File: src/rtl/adc_scan_ctrl.sv
// -----------------------------------------------------------------------------
// adc_scan_ctrl
//
// Upstream sequencer for the averaging ADC sampler in the gas-identification
// front end. A frame walks a 16-bit channel mask of the memristor sensor
// array. For every enabled channel it issues one start/chan/dly/num_b request
// to the sampler, waits for the averaged 12-bit result and stores it in a
// 16-entry result bank. Frames run once per scan_trig, or periodically while
// scan_en is high, with a programmable millisecond gap between frames.
//
// Ports
//   clk, rst_n              system clock; asynchronous active-low reset
//   scan_trig               one-cycle pulse, starts a single frame when idle
//   scan_en                 level, continuous periodic scanning while high
//   ch_mask[15:0]           channel enable mask, latched at frame start
//   settle_us[15:0]         settle delay, latched at frame start
//   avg_b[4:0]              averaging exponent, latched at frame start
//   period_ms[15:0]         gap between frame end and next frame start
//   ad_start                one-cycle request pulse to the sampler
//   ad_chan/ad_dly/ad_num_b request fields, stable until the next ad_start
//   ad_data[11:0], ad_done  averaged result and its one-cycle valid pulse
//   res_valid               one-cycle pulse per stored result
//   res_chan, res_data      channel and value of the stored result
//   frame_done              one-cycle pulse at the end of every frame
//   frame_cnt[15:0]         completed-frame counter, wraps to 0
//   busy                    high while a frame is in progress
//   err                     sticky sampler-timeout flag, cleared by reset only
//   rd_addr, rd_data        result bank read port, one cycle latency
// -----------------------------------------------------------------------------
module adc_scan_ctrl #(
    parameter int CNT_1US    = 50,
    parameter int CNT_1MS    = 50000,
    parameter int TIMEOUT_MS = 100,
    parameter int MAX_NUM_B  = 7
) (
    input  logic        clk,
    input  logic        rst_n,
    input  logic        scan_trig,
    input  logic        scan_en,
    input  logic [15:0] ch_mask,
    input  logic [15:0] settle_us,
    input  logic [4:0]  avg_b,
    input  logic [15:0] period_ms,
    output logic        ad_start,
    output logic [3:0]  ad_chan,
    output logic [15:0] ad_dly,
    output logic [4:0]  ad_num_b,
    input  logic [11:0] ad_data,
    input  logic        ad_done,
    output logic        res_valid,
    output logic [3:0]  res_chan,
    output logic [11:0] res_data,
    output logic        frame_done,
    output logic [15:0] frame_cnt,
    output logic        busy,
    output logic        err,
    input  logic [3:0]  rd_addr,
    output logic [11:0] rd_data
);

    localparam logic [2:0] S_IDLE  = 3'd0;
    localparam logic [2:0] S_PICK  = 3'd1;
    localparam logic [2:0] S_START = 3'd2;
    localparam logic [2:0] S_WAIT  = 3'd3;
    localparam logic [2:0] S_STORE = 3'd4;
    localparam logic [2:0] S_FEND  = 3'd5;
    localparam logic [2:0] S_GAP   = 3'd6;

    localparam logic [15:0] US_LAST  = 16'(CNT_1US - 1);
    localparam logic [15:0] UPM_LAST = 16'(CNT_1MS / CNT_1US - 1);
    localparam logic [15:0] TMO_LAST = 16'(TIMEOUT_MS - 1);
    localparam logic [4:0]  NUMB_MAX = 5'(MAX_NUM_B);
    localparam logic [11:0] TMO_CODE = 12'hFFF;

    logic [2:0]  state;
    logic [2:0]  state_nxt;
    logic [3:0]  idx;
    logic [15:0] mask_q;
    logic [15:0] settle_q;
    logic [4:0]  avg_q;
    logic        frame_start;

    logic [15:0] us_cnt;
    logic [15:0] us_in_ms;
    logic [15:0] ms_cnt;
    logic        us_tick;
    logic        ms_tick;
    logic        wait_timeout;
    logic        gap_expire;

    logic [11:0] bank [16];

    // The single prescaler is shared by the sampler timeout (WAIT) and the
    // inter-frame gap (GAP); it only ever runs in one of them at a time.
    assign us_tick      = (us_cnt == US_LAST);
    assign ms_tick      = us_tick && (us_in_ms == UPM_LAST);
    assign wait_timeout = ms_tick && (ms_cnt == TMO_LAST);
    assign gap_expire   = ms_tick && (({1'b0, ms_cnt} + 17'd1) >= {1'b0, period_ms});

    // Frame start happens on every entry into PICK except the internal
    // PICK->PICK walk and STORE->PICK continuation within a frame.
    assign frame_start = (state_nxt == S_PICK) && (state != S_PICK) && (state != S_STORE);

    // Strobe outputs decode straight from the state register so that they
    // drop as soon as the asynchronous reset clears the state.
    assign ad_start   = (state == S_START);
    assign res_valid  = (state == S_STORE);
    assign frame_done = (state == S_FEND);
    assign busy       = (state == S_PICK) || (state == S_START) || (state == S_WAIT) ||
                        (state == S_STORE) || (state == S_FEND);

    // Next-state logic. ad_done is checked ahead of the timeout so a result
    // arriving on the timeout cycle is still taken as a real conversion.
    always_comb begin
        state_nxt = state;
        case (state)
            S_IDLE: begin
                if (scan_trig || scan_en) begin
                    state_nxt = S_PICK;
                end
            end
            S_PICK: begin
                if (mask_q[idx]) begin
                    state_nxt = S_START;
                end else if (idx == 4'd15) begin
                    state_nxt = S_FEND;
                end
            end
            S_START: begin
                state_nxt = S_WAIT;
            end
            S_WAIT: begin
                if (ad_done || wait_timeout) begin
                    state_nxt = S_STORE;
                end
            end
            S_STORE: begin
                state_nxt = (idx == 4'd15) ? S_FEND : S_PICK;
            end
            S_FEND: begin
                if (scan_en) begin
                    state_nxt = (period_ms != 16'd0) ? S_GAP : S_PICK;
                end else begin
                    state_nxt = S_IDLE;
                end
            end
            S_GAP: begin
                if (!scan_en) begin
                    state_nxt = S_IDLE;
                end else if (gap_expire) begin
                    state_nxt = S_PICK;
                end
            end
            default: begin
                state_nxt = S_IDLE;
            end
        endcase
    end

    always_ff @(posedge clk or negedge rst_n) begin
        if (!rst_n) begin
            state <= S_IDLE;
        end else begin
            state <= state_nxt;
        end
    end

    // Prescaler: microsecond counter, microseconds-per-millisecond counter and
    // elapsed milliseconds. Held at zero outside WAIT and GAP so each wait or
    // gap always measures from a clean start.
    always_ff @(posedge clk or negedge rst_n) begin
        if (!rst_n) begin
            us_cnt   <= '0;
            us_in_ms <= '0;
            ms_cnt   <= '0;
        end else if ((state != S_WAIT) && (state != S_GAP)) begin
            us_cnt   <= '0;
            us_in_ms <= '0;
            ms_cnt   <= '0;
        end else begin
            us_cnt <= us_tick ? 16'd0 : us_cnt + 16'd1;
            if (us_tick) begin
                us_in_ms <= (us_in_ms == UPM_LAST) ? 16'd0 : us_in_ms + 16'd1;
            end
            if (ms_tick) begin
                ms_cnt <= ms_cnt + 16'd1;
            end
        end
    end

    // Frame configuration and channel walk. The request fields are loaded on
    // the PICK->START step so they are valid with ad_start and then held for
    // the sampler until the next request. A zero settle time is forwarded as
    // one microsecond and the averaging exponent is clamped to what the
    // downstream accumulator can hold.
    always_ff @(posedge clk or negedge rst_n) begin
        if (!rst_n) begin
            mask_q   <= '0;
            settle_q <= '0;
            avg_q    <= '0;
            idx      <= '0;
            ad_chan  <= '0;
            ad_dly   <= '0;
            ad_num_b <= '0;
        end else if (frame_start) begin
            mask_q   <= ch_mask;
            settle_q <= settle_us;
            avg_q    <= avg_b;
            idx      <= '0;
        end else if (state == S_PICK) begin
            if (mask_q[idx]) begin
                ad_chan  <= idx;
                ad_dly   <= (settle_q == 16'd0) ? 16'd1 : settle_q;
                ad_num_b <= (avg_q > NUMB_MAX) ? NUMB_MAX : avg_q;
            end else if (idx != 4'd15) begin
                idx <= idx + 4'd1;
            end
        end else if ((state == S_STORE) && (idx != 4'd15)) begin
            idx <= idx + 4'd1;
        end
    end

    // Result capture. res_chan/res_data are loaded when WAIT resolves so they
    // are valid during the STORE cycle that pulses res_valid; a timeout stores
    // the all-ones code and raises the sticky error flag.
    always_ff @(posedge clk or negedge rst_n) begin
        if (!rst_n) begin
            res_chan <= '0;
            res_data <= '0;
            err      <= 1'b0;
        end else if (state == S_WAIT) begin
            if (ad_done) begin
                res_chan <= idx;
                res_data <= ad_data;
            end else if (wait_timeout) begin
                res_chan <= idx;
                res_data <= TMO_CODE;
                err      <= 1'b1;
            end
        end
    end

    // Completed-frame counter, wraps naturally at 16 bits.
    always_ff @(posedge clk or negedge rst_n) begin
        if (!rst_n) begin
            frame_cnt <= '0;
        end else if (state == S_FEND) begin
            frame_cnt <= frame_cnt + 16'd1;
        end
    end

    // Result bank with registered read port. The read samples the bank before
    // the same-edge write lands, so a simultaneous read of the written address
    // returns the previous value.
    always_ff @(posedge clk or negedge rst_n) begin
        if (!rst_n) begin
            for (int i = 0; i < 16; i++) begin
                bank[i] <= '0;
            end
            rd_data <= '0;
        end else begin
            if (state == S_STORE) begin
                bank[idx] <= res_data;
            end
            rd_data <= bank[rd_addr];
        end
    end

endmodule

File: config.mk
export PLATFORM = sky130hd
export DESIGN_NAME = adc_scan_ctrl
export DESIGN_NICKNAME = d
export VERILOG_FILES = /design/src/rtl/adc_scan_ctrl.sv
export SDC_FILE = /design/constraint.sdc
export NUM_CORES = 1
export LEC_CHECK = 0
export CAP_MARGIN = 0
export CORE_AREA = 2 2 206 208
export DETAILED_ROUTE_END_ITERATION = 10
export DIE_AREA = 0 0 208 210
export GPL_ROUTABILITY_DRIVEN = 0
export HOLD_SLACK_MARGIN = 0.1
export SLEW_MARGIN = 5
export SYNTH_ARGS = -nofsm -noshare
export SYNTH_HDL_FRONTEND = slang
export SYNTH_SLANG_ARGS = --single-unit
export TNS_END_PERCENT = 50
File: constraint.sdc
create_clock -name clk -period 5.5 [get_ports clk]
set_clock_uncertainty 0.15 [all_clocks]
set_input_delay 0.55 -clock clk [delete_from_list [all_inputs] [get_ports clk]]
set_output_delay 0.55 -clock clk [all_outputs]
set_load 0.02 [all_outputs]
Word-level counts from Yosys, hierarchy flattened
Index checks and enable logic that the tools add are counted.
{ "word_totals": {"ff_bits": 354, "latchBits": 0, "ramBits": 0, "romBits": 0, "inputBits": 74, "output_inout_bits": 74, "word_cells": 127, "memories": 0} }
{ "op_classes": {"add_sub_neg": 6, "multipliers": 0, "div_mod_pow": 0, "order_cmp": 6, "eq_ne": 18, "shifts": 0, "n_mux": 36, "n_bitwise": 4, "n_reduce_logical": 25} }
{ "ops": {"columns": ["cell", "count"], "rows": [
  ["bitwise mux 192 bit", 1],
  ["2-to-1 mux 16 bit", 8],
  ["adder 16 x 1 -> 16 bit (second input constant)", 4],
  ["2-to-1 mux 12 bit", 5],
  ["binary-select mux 12 bit (select 4 bit)", 1],
  ["demux 12 bit (select 4 bit)", 1],
  ["2-to-1 mux 4 bit", 7],
  ["2-to-1 mux 3 bit", 9],
  ["case mux 3 bit (7 select lines)", 1],
  ["adder 16 x 1 -> 17 bit (second input constant)", 1],
  ["greater-or-equal comparator 17 x 16 -> 1 bit", 1],
  ["== test 16 x 10 -> 1 bit (second input constant)", 1],
  ["== test 16 x 6 -> 1 bit (second input constant)", 1],
  ["== test 16 x 7 -> 1 bit (second input constant)", 1],
  ["logical NOT 16 bit", 1],
  ["nonzero test 16 bit", 1],
  ["greater-or-equal comparator 5 bit (second input constant)", 2],
  ["NOT 4 -> 5 bit", 2],
  ["== test 3 bit (second input constant)", 3],
  ["inequality test 3 bit (second input constant)", 3],
  ["AND reduction 3 bit", 3],
  ["logical AND 1 bit", 8],
  ["== test 3 x 1 -> 1 bit (second input constant)", 2],
  ["== test 3 x 2 -> 1 bit (second input constant)", 2],
  ["17 further kinds", 26]
]} }

Depth between registers and ports, before layout
Gate-level depths: netlist (run 1).
{ "depth": {"depth_word": 11, "depth_mapped": 16, "mapped_depth_nobuf": 15} }

Worst setup path after synthesis (run 1)
Ideal clock, no wire load.
{ "synth_timing": {"path_type": "reg2reg", "start": "reg ms_cnt[0]", "end": "reg avg_q[0]", "setup_time_ns": 0.125, "t_arrival_ns": 3.683, "t_required_ns": 5.225, "path_slack_ns": 1.542, "path_stages_with_launch": 17, "path_buffers": 1, "path_cell_list": "dfrtp_1 > ha_1 > nand3_1 > nor3_1 > and3_1 > and3_1 > nand3_1 > xnor2_1 > ha_1 > nand3_1 > nor4_1 > o41ai_1 > nand4_1 > a31oi_1 > a211oi_4 > buf_6 > mux2_4"} }
{ "synth_via": {"elab_chain_len": 9, "elab_cells_between_ends": 13, "cone_classes": "add/sub: 1; order compare: 1; eq/ne: 2; mux: 4; reduce/logical: 5"} }
{ "synth_rtl": {"columns": ["item", "line", "rtl"], "rows": [
  ["start, declared", "85", "logic [15:0] ms_cnt;"],
  ["start signal, assigned", "186", "ms_cnt <= ms_cnt + 16'd1;"],
  ["adder 16 x 1 -> 17 bit", "98", "assign gap_expire = ms_tick && (({1'b0, ms_cnt} + 17'd1) >= {1'b0, period_ms});"],
  ["greater-or-equal comparator 17 x 16 -> 1 bit", "98", null],
  ["logical AND 1 bit", "98", null],
  ["2-to-1 mux 3 bit", "150", "end else if (gap_expire) begin"],
  ["2-to-1 mux 3 bit", "148", "if (!scan_en) begin"],
  ["case mux 3 bit (7 select lines) (*)", "116", "case (state)"],
  ["== test 3 x 1 -> 1 bit (*)", "102", "assign frame_start = (state_nxt == S_PICK) && (state != S_PICK) && (state != S_STORE);"],
  ["logical AND 1 bit (*) (2 in series)", "102", null],
  ["end signal, assigned", "208", "avg_q <= avg_b;"],
  ["end, declared", "80", "logic [4:0] avg_q;"]
]} }
Every way passes the cells marked *; elsewhere a longest branch is shown, timed or not.
A chain may end at the register's enable or synchronous reset.

Worst setup path in the final report (run 1)
{ "layout_timing": {"start": "reg ms_cnt[0]", "end": "reg avg_q[4]"} }
Same word-level chain as after synthesis.

==> results by group, run 1 <==
Run status
  – Status: complete, no violations

Pwr
  – Sw Pwr: 2.75 mW
  – Clk pwr share: 30.3%
  – Leak Pwr: 9.03 nW
  – Gate power share: 27.7%
  – Seq pwr share: 42.0%
  – Worst vdd ir: 0.298 mV
  – PwrDens: 452 nW/um2
  – Sw frac: 30.8%
  – Internal: 6.17 mW

STA
  – Setup_tns: 0 ns
  – Rel. slew slack: 26.6%
  – Fin. Hold Viols: 0
  – Final Setup Violations: 0
  – RSZ-0062 raised after global routing: no
  – Least-Margin Pin Slew: 1.10 ns
  – Fmax: 216 MHz
  – Post-layout min period: 4.63 ns
  – Final Cycle Share: 84.1%
  – Max-slew violation count: 0

Layout
  – Area grow syn2layout: 20.5%
  – Net count, final: 1453
  – Diodes inserted: 0
  – Fillers: 3720
  – Final instance area: 19700 um2
  – Share of cells above drive strength 1: 29.2%
  – Commonest non-fill, non-tap cell in the layout: dfrtp_1
  – Most frequent cells in the layout: dfrtp_1, mux2_2, clkdlybuf4s50_1, nand2_1, mux4_2

Drt
  – Post-route ant nets: 0
  – DR DRC count: 0
  – Initial drt markers: 576
  – Final wirelength: 37800 um
  – DR vias: 10200
  – Mean routed wirelength per cell: 19.7 um
  – TritonRoute pass-1 iters: 4
  – Vias per cell: 5.29

Clocking
  – Post-CTS setup buffers: 0
  – Reg clk slew, reported paths: 0.06 ns
  – H-Tree Level Count: 2
  – CTS tree: yes
  – Num Clock Sinks: 354
  – Post_cts resized: 0
  – CTS root buf: clkbuf_16
  – Worst skew pair latency: 0.55 ns
  – Num CTS Buffers: 40
  – Largest buffer count on any clock path: 3

Worst setup path
  – Slowest CP cell: nor3_1
  – Critical Path Max Stage Delay: 0.45 ns
  – Crit Path Class: flip-flop to flip-flop
  – Crit. End Element: flip-flop
  – Type of origin of the critical path: flip-flop
  – Critical-path cell list: ha_1, nand3_1, nor3_1, and3_1, and3_1, nand3_1, xnor2_1, ha_1, nand3_1, nor4_1, o41ai_1, nand4_1, a31oi_1, a211oi_4, buf_12, mux2_2
  – Worst Path Arrival: 4.91 ns
  – WP data required: 5.78 ns
  – CP dominant cell by count: nand3_1
  – CP max FO: 41

Floorplanning
  – Initial Util: 39.5%
  – Die area: 43700 um2
  – Die span in y: 210 um
  – # rows: 75
  – Top-level I/O count: 148
  – Core Region: 41500 um2
  – DIE WIDTH: 208 um

Synthesis
  – Post-synthesis cell type count: 56
  – Post-synthesis async set-or-reset flop share: 100%
  – Cell taking the most area after synthesis: dfrtp_1
  – Net Count, Synth: 1314
  – #FFs+latches synth: 354
  – Number of enable flip-flop cells after synthesis: 0
  – Yosys warns: 0
  – Sequential share of the synthesized area: 54.1%
  – Top_reg_cell synth: dfrtp_1
  – Synth area leaders: dfrtp_1, mux2_2, mux4_2
  – Avg Synthesized Cell Area: 13.5 um2
  – Cells after Synth: 1215
  – Yosys top cell area share: 54.1%
  – Mapped Area: 16400 um2

Global routing
  – Vias in the first global route: 10700
  – First-pass GRT wire length: 60800 um
  – Grt total ovfl: 0
  – Largest net degree at the start of global routing: 129
  – Initial antenna violation count: 0
  – GRT Overall Usage: 17.8%

Placed design
  – Dpl hpwl: 23800 um
  – PortBufs: 147
  – Dpl cell area: 18400 um2

Run
  – MaxCap Viol Count: 0

Worst hold path
  – HP Class: flip-flop to flip-flop
## sequential cells by signal, summed over array words and instances, names as in the netlist, 12 cells and up
signal     count
rd_data       12
ms_cnt        16
mask_q        16
us_cnt        16
bank         192
res_data      12
us_in_ms      16
ad_dly        16
frame_cnt     16
settle_q      16
## Yosys cell counts, types with 5 or more instances
master    count
nor3_1       12
nand3_1      36
nor4_1       11
dfrtp_1     354
o21ai_0      41
xnor2_1      22
a31oi_1       5
clkbuf_1     45
mux2_1        6
inv_1        27
mux2_4       30
mux4_2       64
nand2_1      82
and3_1       13
nor2_1       56
mux2_2      214
and4_1        5
ha_1         25
nand4_1      18
xor2_1       32
buf_1        17
or3_1        12
a21oi_1      30
## layout make-up
| class | count | area, um2 | area share, % |
|---|---|---|---|
| clock inverters | 16 | 203 | 1.03 |
| well taps | 539 | 674 | 3.42 |
| clock buffers | 53 | 1130 | 5.72 |
| flip-flops and latches | 354 | 8860 | 44.9 |
| inverters | 27 | 101 | 0.513 |
| multi-input cells | 766 | 7150 | 36.2 |
| repair buffers | 165 | 1630 | 8.26 |
## cells by family (layout without fill, tap and decap cells)
family          count (synthesis)  in the layout  share of synthesized area [%]
flops                         354            354                           54.1
mux                           315            315                           26.7
simple gates                  279            279                           8.77
buf+inv                        95            261                           2.37
compound gates                 93             93                           3.27
xor+xnor                       54             54                           2.89
fa+ha+maj                      25             25                           1.91
## stage by stage
stage                     power, mW  hold slack [ns]  instances  setup slack [ns]  utilization, %
final                          8.92            0.326       1920             0.874            47.6
after global routing           9.41            0.351       1920             0.511            47.6
after CTS                      9.05            0.331       1920             0.891            47.6
after detailed placement       6.30            0.318       1850             0.956            44.4
after global placement         6.22            0.313       1850              1.01            44.4
after floorplan                5.38            0.104       1215              1.54               -
## path summary, 6_finish.rpt
kind | startpoint | end | slack [ns] | depth (start not counted)
max | ms_cnt[0]$_DFFE_PN0P_ | avg_q[4]$_DFFE_PN0N_ | 0.87 | 16
min | err$_DFFE_PN0P_ | err$_DFFE_PN0P_ | 0.33 | 2
max reg2reg | ms_cnt[0]$_DFFE_PN0P_ | avg_q[4]$_DFFE_PN0N_ | 0.87 | 16
min reg2reg | err$_DFFE_PN0P_ | err$_DFFE_PN0P_ | 0.33 | 2
max in group asynchronous | rst_n | bank[30]$_DFFE_PN0P_ | 3.52 | 3
min in group asynchronous | rst_n | frame_cnt[15]$_DFFE_PN0P_ | 0.41 | 2
## power groups by stage
stage          Combinational, mW  Clock (mW)  Sequential, mW
4_1_cts                     2.52        2.79            3.75
3_3_place_gp                2.45           0            3.77
3_5_place_dp                2.51           0            3.79
2_1_floorplan               1.67           0            3.71
6_report                    2.47        2.70            3.74
5_1_grt                     2.67        2.88            3.85
## critical path: cells and delay by family (launching register included)
family,cells,cell delay (ns)
fa+ha+maj,2,0.54
mux,1,0.38
buf+inv,1,0.30
flops,1,0.40
xor+xnor,1,0.15
simple gates,8,1.87
compound gates,3,0.67
## metal layers
layer,vias up,global-route usage (%),part of all wire (%)
met5,-,0,0
met4,0,5.92,2.4
met3,53,4.48,6.0
met2,204,28.0,46
met1,5215,24.3,45
li1,4690,-,-
## repair_timing
action,in CTS,in global routing
endpoints found under the hold margin,82,0
hold buffers,1,0
setup endpoints to repair,0,0
Note: power is estimated with default switching activity, not from simulation.
==> run 2: changes to the inputs <==
- clock period: 5.5 -> 4.7 ns (I/O delays scaled with it)
==> run 2 against run 1 <==
Against the previous run: maximum frequency is 7.6% higher; core utilization grew 0.33 points; sequential share of layout area decreased by 0.31 points; via count increased by 0.88%; register-to-register slack lost 0.47 ns; setup slack got worse by 0.47 ns; sequential power rose by 17%; largest power group unchanged.
==> results by group, run 2 (synthesis gave the netlist of run 1 again) <==
Run status
  – Status: complete, no violations

STA
  – Setup_tns: 0 ns
  – Least-Margin Pin Slew: 1.19 ns
  – Rel. slew slack: 20.5%
  – Final Setup Violations: 0
  – Fin. Hold Viols: 0
  – Max-slew violation count: 0
  – RSZ-0062 raised after global routing: no
  – Final Cycle Share: 91.5%
  – Post-layout min period: 4.30 ns
  – Hold Slack: 0.296 ns
  – Fmax: 233 MHz

Worst setup path
  – Crit. End Element: flip-flop
  – Crit path max-delay family: simple AND/OR/NAND/NOR gates
  – Crit Path Class: flip-flop to flip-flop
  – Worst Path Arrival: 4.58 ns
  – Worst R2R Start: ms_cnt[0]$_DFFE_PN0P_
  – Critical-path cell list: ha_1, nand3_1, nor3_1, and3_1, and3_1, nand3_1, xnor2_1, ha_1, nand3_1, nor4_1, o41ai_1, nand4_1, a31oi_1, a211oi_4, buf_12, mux2_2
  – WP data required: 4.99 ns
  – CP dominant cell by count: nand3_1
  – Type of origin of the critical path: flip-flop
  – Critical Path Max Stage Delay: 0.41 ns
  – Slowest CP cell: dfrtp_1
  – CP max FO: 41
  – Start point of the critical path: ms_cnt[0]$_DFFE_PN0P_
  – WP buf/inv: 1

Layout
  – Net count, final: 1467
  – Diodes inserted: 0
  – Most frequent cells in the layout: dfrtp_1, mux2_2, clkdlybuf4s50_1, nand2_1, mux4_2
  – Commonest non-fill, non-tap cell in the layout: dfrtp_1
  – Largest register by flop count: bank
  – Util after Layout: 47.9%
  – Max FFs per register: 192
  – Final instance area: 19900 um2
  – Share of cells above drive strength 1: 29.8%
  – Area grow syn2layout: 21.4%

Global routing
  – Grt total ovfl: 0
  – First-pass GRT wire length: 61400 um
  – GRT Overall Usage: 18.0%
  – Vias in the first global route: 10900
  – Initial antenna violation count: 0
  – Largest net degree at the start of global routing: 108

Worst hold path
  – HP Class: primary input to flip-flop
  – Worst Hold Launch: ad_data[10]

Placed design
  – Dpl cell area: 18500 um2
  – PortBufs: 147
  – Dpl hpwl: 24000 um

Pwr
  – Worst vdd ir: 0.351 mV
  – PwrDens: 527 nW/um2
  – Leak Pwr: 9.12 nW
  – Total power: 10.5 mW

Floorplanning
  – DIE WIDTH: 208 um
  – Initial Util: 39.5%
  – Die area: 43700 um2
  – Core Region: 41500 um2
  – Top-level I/O count: 148
  – # rows: 75
  – Die span in y: 210 um

Run
  – MaxCap Viol Count: 0

Clocking
  – Post_cts resized: 0
  – CTS root buf: clkbuf_16
  – Post-CTS setup buffers: 0
  – CTS tree: yes
  – Largest buffer count on any clock path: 3
  – Num Clock Sinks: 354
  – Worst skew pair latency: 0.55 ns
  – Reg clk slew, reported paths: 0.06 ns
  – H-Tree Level Count: 2
  – Num CTS Buffers: 41

Drt
  – Final wirelength: 38100 um
  – DR vias: 10300
  – DR DRC count: 0
  – Initial drt markers: 597
  – Vias per cell: 5.30
  – Mean routed wirelength per cell: 19.7 um
  – TritonRoute pass-1 iters: 4
  – Post-route ant nets: 0
==> run 2: cell types whose count changed in the layout (fill, tap and decap cells not counted) <==
cell and change:
clkbuf_8 +3, buf_4 +12, clkinv_2 -1, clkinv_8 -1, clkinv_4 +1, clkinvlp_4 -3
buf_12 +1, clkbuf_16 +3, clkbuf_1 +2, bufinv_16 -2
==> run 2: through the flow <==
step / setup WS [ns] / std cells
detailed placement: 0.419 / 1863
floorplan: 0.742 / 1215
global route: 0.0226 / 1935
CTS: 0.371 / 1935
finish: 0.402 / 1935
global placement: 0.463 / 1863
==> run 2: final cells by class <==
type / count / area, um2
inverter: 27 / 101
timing repair buffer: 178 / 1740
clock buffer: 61 / 1250
tap: 539 / 674
multi-input combinational: 766 / 7150
fill: 3648 / 21600
sequential: 354 / 8860
clock inverter: 10 / 108
==> run 2: path summary, 6_finish.rpt <==
kind                       slack [ns]                  endpoint  cells after the start
max in group asynchronous        2.84    ad_dly[10]$_DFFE_PN0P_                      3
setup / recovery                 0.40      avg_q[4]$_DFFE_PN0N_                     16
hold reg to reg                  0.32           err$_DFFE_PN0P_                      2
setup reg to reg                 0.40      avg_q[4]$_DFFE_PN0N_                     16
hold / removal                   0.30  res_data[10]$_DFFE_PN0P_                      3
min in group asynchronous        0.37  frame_cnt[8]$_DFFE_PN0P_                      2
==> run 2: repair_timing <==
item,in CTS,in global routing
hold buffers,1,0
setup endpoints to repair,0,0
hold endpoints to repair,101,0
==> run 2: worst min-delay path, stage by stage <==
cell             delay [ns]
clkdlybuf4s50_1        0.39
nand2_1                0.05
nand2_1                0.04
==> run 2: power by group <==
group	internal, mW	switching (mW)	total, mW
sequential	3.73	0.661	4.39
clock	1.95	1.24	3.19
combinational	1.59	1.31	2.90
total	7.26	3.21	10.5
==> run 2: per-layer routing <==
layer | GRT usage [%] | vias to the layer above | part of all wire, %
met5 | 0 | - | 0
met4 | 5.97 | 0 | 2.8
met3 | 4.59 | 60 | 6.7
met2 | 27.3 | 241 | 45
met1 | 25.2 | 5221 | 46
li1 | - | 4729 | -
